<file path="config.mk">
export PLATFORM = sky130hd
export DESIGN_NAME = pe_border_et
export DESIGN_NICKNAME = d
export VERILOG_FILES = /design/src/rtl/pe_border_et.sv
export SDC_FILE = /design/constraint.sdc
export NUM_CORES = 1
export LEC_CHECK = 0
export ABC_CLOCK_PERIOD_IN_PS = 11580
export BUFFER_PORTS_ARGS = -buffer_cell sky130_fd_sc_hd__buf_2
export CAP_MARGIN = 20
export CORE_UTILIZATION = 60
export CTS_CLUSTER_SIZE = 28
export DETAILED_ROUTE_END_ITERATION = 8
export PLACE_DENSITY = 0.84
export SLEW_MARGIN = 20
export SYNTH_ARGS = -nofsm -noshare
export SYNTH_HDL_FRONTEND = slang
export SYNTH_SLANG_ARGS = --single-unit
</file>
<file path="constraint.sdc">
create_clock -name clk -period 11.58 [get_ports clk]
set_input_delay 0.579 -clock clk [delete_from_list [all_inputs] [get_ports clk]]
set_output_delay 0.579 -clock clk [all_outputs]
set_load 0.01 [all_outputs]
</file>
<file path="src/rtl/pe_border_et.sv">
// pe_border_et - unary-rate border processing element for the systolic array.
//
// The block latches a signed activation and a sign/magnitude weight on start.
// It then streams 2^L rate-coded bits and counts the cycles where both the
// activation stream and the weight stream are high. The count is rescaled back
// to full precision and added to the incoming partial sum, with saturation.
//
// Ports:
//   clk, rst_n       clock, asynchronous active-low reset
//   start, clr       begin a MAC (sampled in IDLE only), synchronous abort
//   len_log2         stream length exponent L (clamped to IWIDTH-1)
//   ifm              signed activation
//   wght_sign/abs    weight in sign/magnitude form
//   ofm              incoming partial sum from the north
//   busy             high while a MAC is in RUN or DONE
//   start_d, len_d   accepted-start pulse and latched L, for the east neighbour
//   stream_vld_d     qualifies ifm_bit_d / randW_d
//   ifm_sign_d, ifm_bit_d, randW_d, wght_sign_d, wght_abs_d   east streams
//   ofm_d, mac_done_d  saturated result towards the south, one-cycle valid pulse
module pe_border_et #(
    parameter int IWIDTH = 8,
    parameter int OWIDTH = 16,
    parameter int LWIDTH = $clog2(IWIDTH)
) (
    input  logic                clk,
    input  logic                rst_n,
    input  logic                start,
    input  logic                clr,
    input  logic [LWIDTH-1:0]   len_log2,
    input  logic [IWIDTH-1:0]   ifm,
    input  logic                wght_sign,
    input  logic [IWIDTH-2:0]   wght_abs,
    input  logic [OWIDTH-1:0]   ofm,
    output logic                busy,
    output logic                start_d,
    output logic [LWIDTH-1:0]   len_d,
    output logic                stream_vld_d,
    output logic                ifm_sign_d,
    output logic                ifm_bit_d,
    output logic [IWIDTH-2:0]   randW_d,
    output logic                wght_sign_d,
    output logic [IWIDTH-2:0]   wght_abs_d,
    output logic [OWIDTH-1:0]   ofm_d,
    output logic                mac_done_d
);

    localparam int MW = IWIDTH - 1;
    // Sum width large enough for ofm plus the rescaled count without wrap.
    localparam int SW = ((OWIDTH > 2 * IWIDTH) ? OWIDTH : 2 * IWIDTH) + 2;
    localparam logic [LWIDTH-1:0]   LMAX = LWIDTH'(MW);
    localparam logic signed [SW-1:0] OMAX = {{(SW-OWIDTH+1){1'b0}}, {(OWIDTH-1){1'b1}}};
    localparam logic signed [SW-1:0] OMIN = {{(SW-OWIDTH+1){1'b1}}, {(OWIDTH-1){1'b0}}};
    localparam logic signed [IWIDTH:0] ACC_ONE = (IWIDTH+1)'(1);

    typedef enum logic [1:0] {
        ST_IDLE = 2'd0,
        ST_RUN  = 2'd1,
        ST_DONE = 2'd2
    } state_t;

    // Magnitude of a two's complement value; the most negative code saturates.
    function automatic logic [MW-1:0] sat_abs(input logic [IWIDTH-1:0] v);
        logic [IWIDTH-1:0] neg;
        neg = ~v + IWIDTH'(1);
        if (!v[IWIDTH-1]) begin
            sat_abs = v[MW-1:0];
        end else if (v[MW-1:0] == {MW{1'b0}}) begin
            sat_abs = {MW{1'b1}};
        end else begin
            sat_abs = neg[MW-1:0];
        end
    endfunction

    // Full-width bit reversal. Because the count never exceeds 2^L-1, the
    // reversed value already equals bitrev_L(c) << (MW-L).
    function automatic logic [MW-1:0] bitrev(input logic [MW-1:0] v);
        for (int i = 0; i < MW; i++) begin
            bitrev[MW-1-i] = v[i];
        end
    endfunction

    // Clamp a wide signed sum into the OWIDTH range.
    function automatic logic [OWIDTH-1:0] sat_o(input logic signed [SW-1:0] v);
        if (v > OMAX) begin
            sat_o = OMAX[OWIDTH-1:0];
        end else if (v < OMIN) begin
            sat_o = OMIN[OWIDTH-1:0];
        end else begin
            sat_o = v[OWIDTH-1:0];
        end
    endfunction

    state_t                  state_r;
    logic [MW-1:0]           cnt_r;
    logic signed [IWIDTH:0]  acc_r;
    logic [MW-1:0]           ifm_abs_r;
    logic                    busy_r, start_d_r, stream_vld_r, ifm_sign_r, ifm_bit_r;
    logic                    wght_sign_r, mac_done_r;
    logic [LWIDTH-1:0]       len_r;
    logic [MW-1:0]           rand_w_r, wght_abs_r;
    logic [OWIDTH-1:0]       ofm_r;

    logic [LWIDTH-1:0]       len_clamp_s;
    logic [LWIDTH-1:0]       shift_s;
    logic [MW-1:0]           r_i_s, r_w_s, last_s;
    logic                    ibit_s, p_s, last_hit_s;
    logic signed [IWIDTH:0]  acc_next_s;
    logic signed [SW-1:0]    sum_s;

    // Stream sources, product bit, next accumulator and the rescaled sum.
    always_comb begin
        len_clamp_s = (len_log2 > LMAX) ? LMAX : len_log2;
        shift_s     = LMAX - len_r;
        r_i_s       = cnt_r << shift_s;
        r_w_s       = bitrev(cnt_r);
        last_s      = {MW{1'b1}} >> shift_s;
        last_hit_s  = (cnt_r == last_s);
        ibit_s      = (ifm_abs_r > r_i_s);
        p_s         = ibit_s & (wght_abs_r > r_w_s);
        if (!p_s) begin
            acc_next_s = acc_r;
        end else if (ifm_sign_r ^ wght_sign_r) begin
            acc_next_s = acc_r - ACC_ONE;
        end else begin
            acc_next_s = acc_r + ACC_ONE;
        end
        sum_s = SW'($signed(ofm)) + (SW'(acc_r) <<< shift_s);
    end

    // Control FSM with all outputs registered; clr overrides every state.
    always_ff @(posedge clk or negedge rst_n) begin
        if (!rst_n) begin
            state_r      <= ST_IDLE;
            cnt_r        <= {MW{1'b0}};
            acc_r        <= {(IWIDTH+1){1'b0}};
            ifm_abs_r    <= {MW{1'b0}};
            busy_r       <= 1'b0;
            start_d_r    <= 1'b0;
            stream_vld_r <= 1'b0;
            ifm_sign_r   <= 1'b0;
            ifm_bit_r    <= 1'b0;
            wght_sign_r  <= 1'b0;
            mac_done_r   <= 1'b0;
            len_r        <= {LWIDTH{1'b0}};
            rand_w_r     <= {MW{1'b0}};
            wght_abs_r   <= {MW{1'b0}};
            ofm_r        <= {OWIDTH{1'b0}};
        end else if (clr) begin
            state_r      <= ST_IDLE;
            cnt_r        <= {MW{1'b0}};
            acc_r        <= {(IWIDTH+1){1'b0}};
            busy_r       <= 1'b0;
            start_d_r    <= 1'b0;
            stream_vld_r <= 1'b0;
            mac_done_r   <= 1'b0;
        end else begin
            start_d_r  <= 1'b0;
            mac_done_r <= 1'b0;
            case (state_r)
                ST_IDLE: begin
                    if (start) begin
                        ifm_sign_r  <= ifm[IWIDTH-1];
                        ifm_abs_r   <= sat_abs(ifm);
                        wght_sign_r <= wght_sign;
                        wght_abs_r  <= wght_abs;
                        len_r       <= len_clamp_s;
                        cnt_r       <= {MW{1'b0}};
                        acc_r       <= {(IWIDTH+1){1'b0}};
                        start_d_r   <= 1'b1;
                        busy_r      <= 1'b1;
                        state_r     <= ST_RUN;
                    end
                end
                ST_RUN: begin
                    ifm_bit_r    <= ibit_s;
                    rand_w_r     <= r_w_s;
                    stream_vld_r <= 1'b1;
                    acc_r        <= acc_next_s;
                    cnt_r        <= cnt_r + MW'(1);
                    if (last_hit_s) begin
                        state_r <= ST_DONE;
                    end
                end
                ST_DONE: begin
                    ofm_r        <= sat_o(sum_s);
                    mac_done_r   <= 1'b1;
                    stream_vld_r <= 1'b0;
                    busy_r       <= 1'b0;
                    state_r      <= ST_IDLE;
                end
                default: begin
                    stream_vld_r <= 1'b0;
                    busy_r       <= 1'b0;
                    state_r      <= ST_IDLE;
                end
            endcase
        end
    end

    assign busy         = busy_r;
    assign start_d      = start_d_r;
    assign len_d        = len_r;
    assign stream_vld_d = stream_vld_r;
    assign ifm_sign_d   = ifm_sign_r;
    assign ifm_bit_d    = ifm_bit_r;
    assign randW_d      = rand_w_r;
    assign wght_sign_d  = wght_sign_r;
    assign wght_abs_d   = wght_abs_r;
    assign ofm_d        = ofm_r;
    assign mac_done_d   = mac_done_r;

endmodule

</file>
==> flow_metrics.env <==
export IMPL_fmax_mhz=214.9
export IMPL_drc_errors=0
export IMPL_synth_simple_area_share=0.1702
export IMPL_rsz0062_at_grt="no"
export IMPL_grt_ovfl_total=0
export IMPL_initial_core_util=0.6190
export IMPL_power_total_w=0.001087
export IMPL_r2r_end="ofm_d[1]"
export IMPL_synth_mux_area_frac=0.07208
export IMPL_critPathCaptureType="flip-flop"
export IMPL_synth_edf_count=0
export IMPL_die_height_um=94.07
export IMPL_vias=4593
export IMPL_p_switching_w=0.0004688
export IMPL_synth_distinct_cells=58
export IMPL_timing_final_crit_period_ns=4.654
export IMPL_yosys_top_cells_area="dfrtp_1, ha_1, o21ai_0"
export IMPL_cts_hold_buffers_added=0
export IMPL_synth_nets=660
export IMPL_finalSetupTns_ns=0
export IMPL_setup_violations=0
export IMPL_place_gp_congestion=0.9386
export IMPL_rr_startpoint="len_d[1]"
export IMPL_htree_levels=3
export IMPL_required_ns=11.79
export IMPL_rows=33
export IMPL_tritoncts_num_buffers=9
export IMPL_cts_buffer_depth=2
export IMPL_cts_tree="done"
export IMPL_ys_warnings_count=0
export IMPL_hp_class="in -> async"
export IMPL_clk_pin_slew_ns=0.09
export IMPL_finish_instance_area_mm2=0.005727
export IMPL_ios=79
export IMPL_p_leak_nw=2.658
export IMPL_rrSetupSlack_ns=6.93
export IMPL_crit_fanout=28
export IMPL_async_reset_ff_frac=1.000
export IMPL_synth_seq_cells=65
export IMPL_diodes=0
export IMPL_swShare=0.4314
export IMPL_crit_type="reg -> reg"
export IMPL_finClkSkew_ns=0.01305
export IMPL_synth_ff_type="dfrtp_1"
export IMPL_p_comb_frac=0.499
export IMPL_die_w_um=94.07
export IMPL_grt_util_all_layers=0.3037
export IMPL_p_int_w=0.0006179
export IMPL_wirelength_um=12380
export IMPL_cts_resized=0
export IMPL_ant_nets=0
export IMPL_avgSynthCellArea_um2=8.769
export IMPL_wire_per_inst_um=16.37
export IMPL_period_share=0.4019
export IMPL_holdWs_ns=0.3781
export IMPL_status="finished, final reports clean"
export IMPL_cts_setup_buffers=0
export IMPL_grt_max_degree=66
export IMPL_antenna_found_initial=0
export IMPL_max_slew_margin_rel=0.2896
export IMPL_p_clk_frac=0.193
export IMPL_hold_viol=0
export IMPL_start_kind="flip-flop"
export IMPL_arrival_ns=4.86
export IMPL_synth_top_area_frac=0.3198
export IMPL_worst_r2r_path_depth=12
export IMPL_area_growth_pct=12.60
export IMPL_pwr_density_cell_mw_per_mm2=189.8
export IMPL_pre_cts_ws_ns=7.003
export IMPL_p_seq_frac=0.308
export IMPL_portBuffers=78
export IMPL_synth_compound_area_frac=0.2470
export IMPL_synth_top_family_by_area="compound AO/OA/AOI/OAI gates"
export IMPL_cts_root_buf="clkbuf_8"
export IMPL_cts_sinks=65
export IMPL_coreArea_mm2=0.008217
export IMPL_grt_pass1_vias=4306
export IMPL_place_area_mm2=0.005517
export IMPL_place_hpwl_um=9417
export IMPL_clock_latency_ns=0.36
export IMPL_drv_cap=0
export IMPL_syn_area_mm2=0.005086
export IMPL_ys_seq_area_frac=0.3198
export IMPL_vdd_ir_drop_max_uv=102.8
export IMPL_drtIter0Drc=456
export IMPL_nets=726
export IMPL_dr_pass1_iters=6
export IMPL_grt_pass1_wl_um=20910
export IMPL_vias_per_cell=6.075
export IMPL_maxSlewViolCount=0
export IMPL_setup_ws_ns=6.926
export IMPL_synth_cells=580
export IMPL_tightest_slew_ns=1.052
export IMPL_synthAdderAreaFrac=0.1038
export IMPL_die_area_mm2=0.008849
export IMPL_drive_above_1_share=0.2104
export IMPL_yosysTopAreaCell="dfrtp_1"
export IMPL_synth_xor_area_frac=0.04305
[sequential cells by signal, summed over array words and instances, names as in the netlist, 2 cells and up]
signal / cells
acc_r: 9
cnt_r: 7
ifm_abs_r: 7
len_d: 3
ofm_d: 16
randW_d: 7
state_r: 2
wght_abs_d: 7
[power by group through the flow]
stage / clock network, W / logic, W / registers (W)
floorplan: 0 / 0.000395 / 0.000337
global placement: 0 / 0.000516 / 0.000335
detailed placement: 0 / 0.000534 / 0.000338
global route: 0.000222 / 0.000606 / 0.000344
finish: 0.000210 / 0.000542 / 0.000335
CTS: 0.000209 / 0.000538 / 0.000334
[worst max-delay path by stage]
| stage | depth (start not counted) | endpoint | from |
|---|---|---|---|
| after floorplan | 16 | ofm_d[2] | len_d[1] |
| final | 12 | ofm_d[1] | len_d[1] |
| after global routing | 12 | ofm_d[0] | len_d[0] |
| after CTS | 12 | ofm_d[1] | len_d[1] |
| after global placement | 12 | ofm_d[1] | len_d[0] |
| after detailed placement | 12 | ofm_d[1] | len_d[1] |
[stage by stage]
stage,utilization,cells
6_report,0.6970,756
5_1_grt,0.6970,756
4_1_cts,0.6970,756
3_5_place_dp,0.6714,740
3_3_place_gp,0.6714,740
2_1_floorplan,-,580
[synth_stat cells, types with 6 or more instances]
library cell,n
a211oi_1,6
nand2_1,50
o21ai_0,41
a21o_1,10
o21a_1,13
mux2_2,17
a22o_1,7
inv_1,28
clkbuf_1,17
ha_1,39
o31ai_1,7
a211oi_2,6
nor3_1,19
nor2b_1,17
a21oi_2,6
xor2_1,10
mux2i_1,13
nand2b_1,8
nand4_1,8
o211ai_1,8
xnor2_1,15
nand3_1,13
dfrtp_1,65
a21oi_1,33
nor2_1,54
[critical path: stages (launching register included)]
cell and delay, ns:
dfrtp_1 0.94, mux2_2 0.42, or2_2 0.29, nand3_1 0.09, o21a_1 0.13, inv_1 0.04, ha_1 0.40, nand4_1 0.19
a2111oi_1 0.59, o31a_1 0.31, a41oi_1 0.48, a211oi_1 0.56, a311oi_1 0.09
[placed cells by master, fill, tap and decap left out, types with 13 or more instances in the layout]
master | synthesis | layout
buf_2 | 5 | 78
dfrtp_1 | 65 | 65
nor2_1 | 54 | 54
nand2_1 | 50 | 50
o21ai_0 | 41 | 41
ha_1 | 39 | 39
a21oi_1 | 33 | 33
inv_1 | 28 | 28
nor3_1 | 19 | 18
nor2b_1 | 17 | 17
mux2_2 | 17 | 17
xnor2_1 | 15 | 15
mux2i_1 | 13 | 13
nand3_1 | 13 | 13
o21a_1 | 13 | 13
[cell type report]
cell class / instances / area, um^2
Multi-Input combinational cell: 461 / 3241
Fill cell: 669 / 2490
Sequential cell: 65 / 1627
Timing Repair Buffer: 81 / 412.9
Clock buffer: 10 / 137.6
Tap cell: 105 / 131.4
Inverter: 28 / 105.1
Clock inverter: 6 / 72.57
[cells by family after synthesis]
family,after synthesis
AOI/OAI and AO/OA,178
xor gates and xnor gates,25
adders and majority gates,41
buffers and inverters,54
DFF,65
muxes,32
and+or+nand+nor,185
[routing by layer]
| metal | track usage | wire length [um] | part of all wire |
|---|---|---|---|
| met2 | 0.4848 | 5779 | 0.47 |
| met5 | 0 | 0 | 0 |
| met1 | 0.4275 | 5670 | 0.46 |
| met4 | 0.08590 | 165 | 0.013 |
| met3 | 0.04369 | 761 | 0.061 |
No activity file was read; power rests on OpenSTA's default activity.
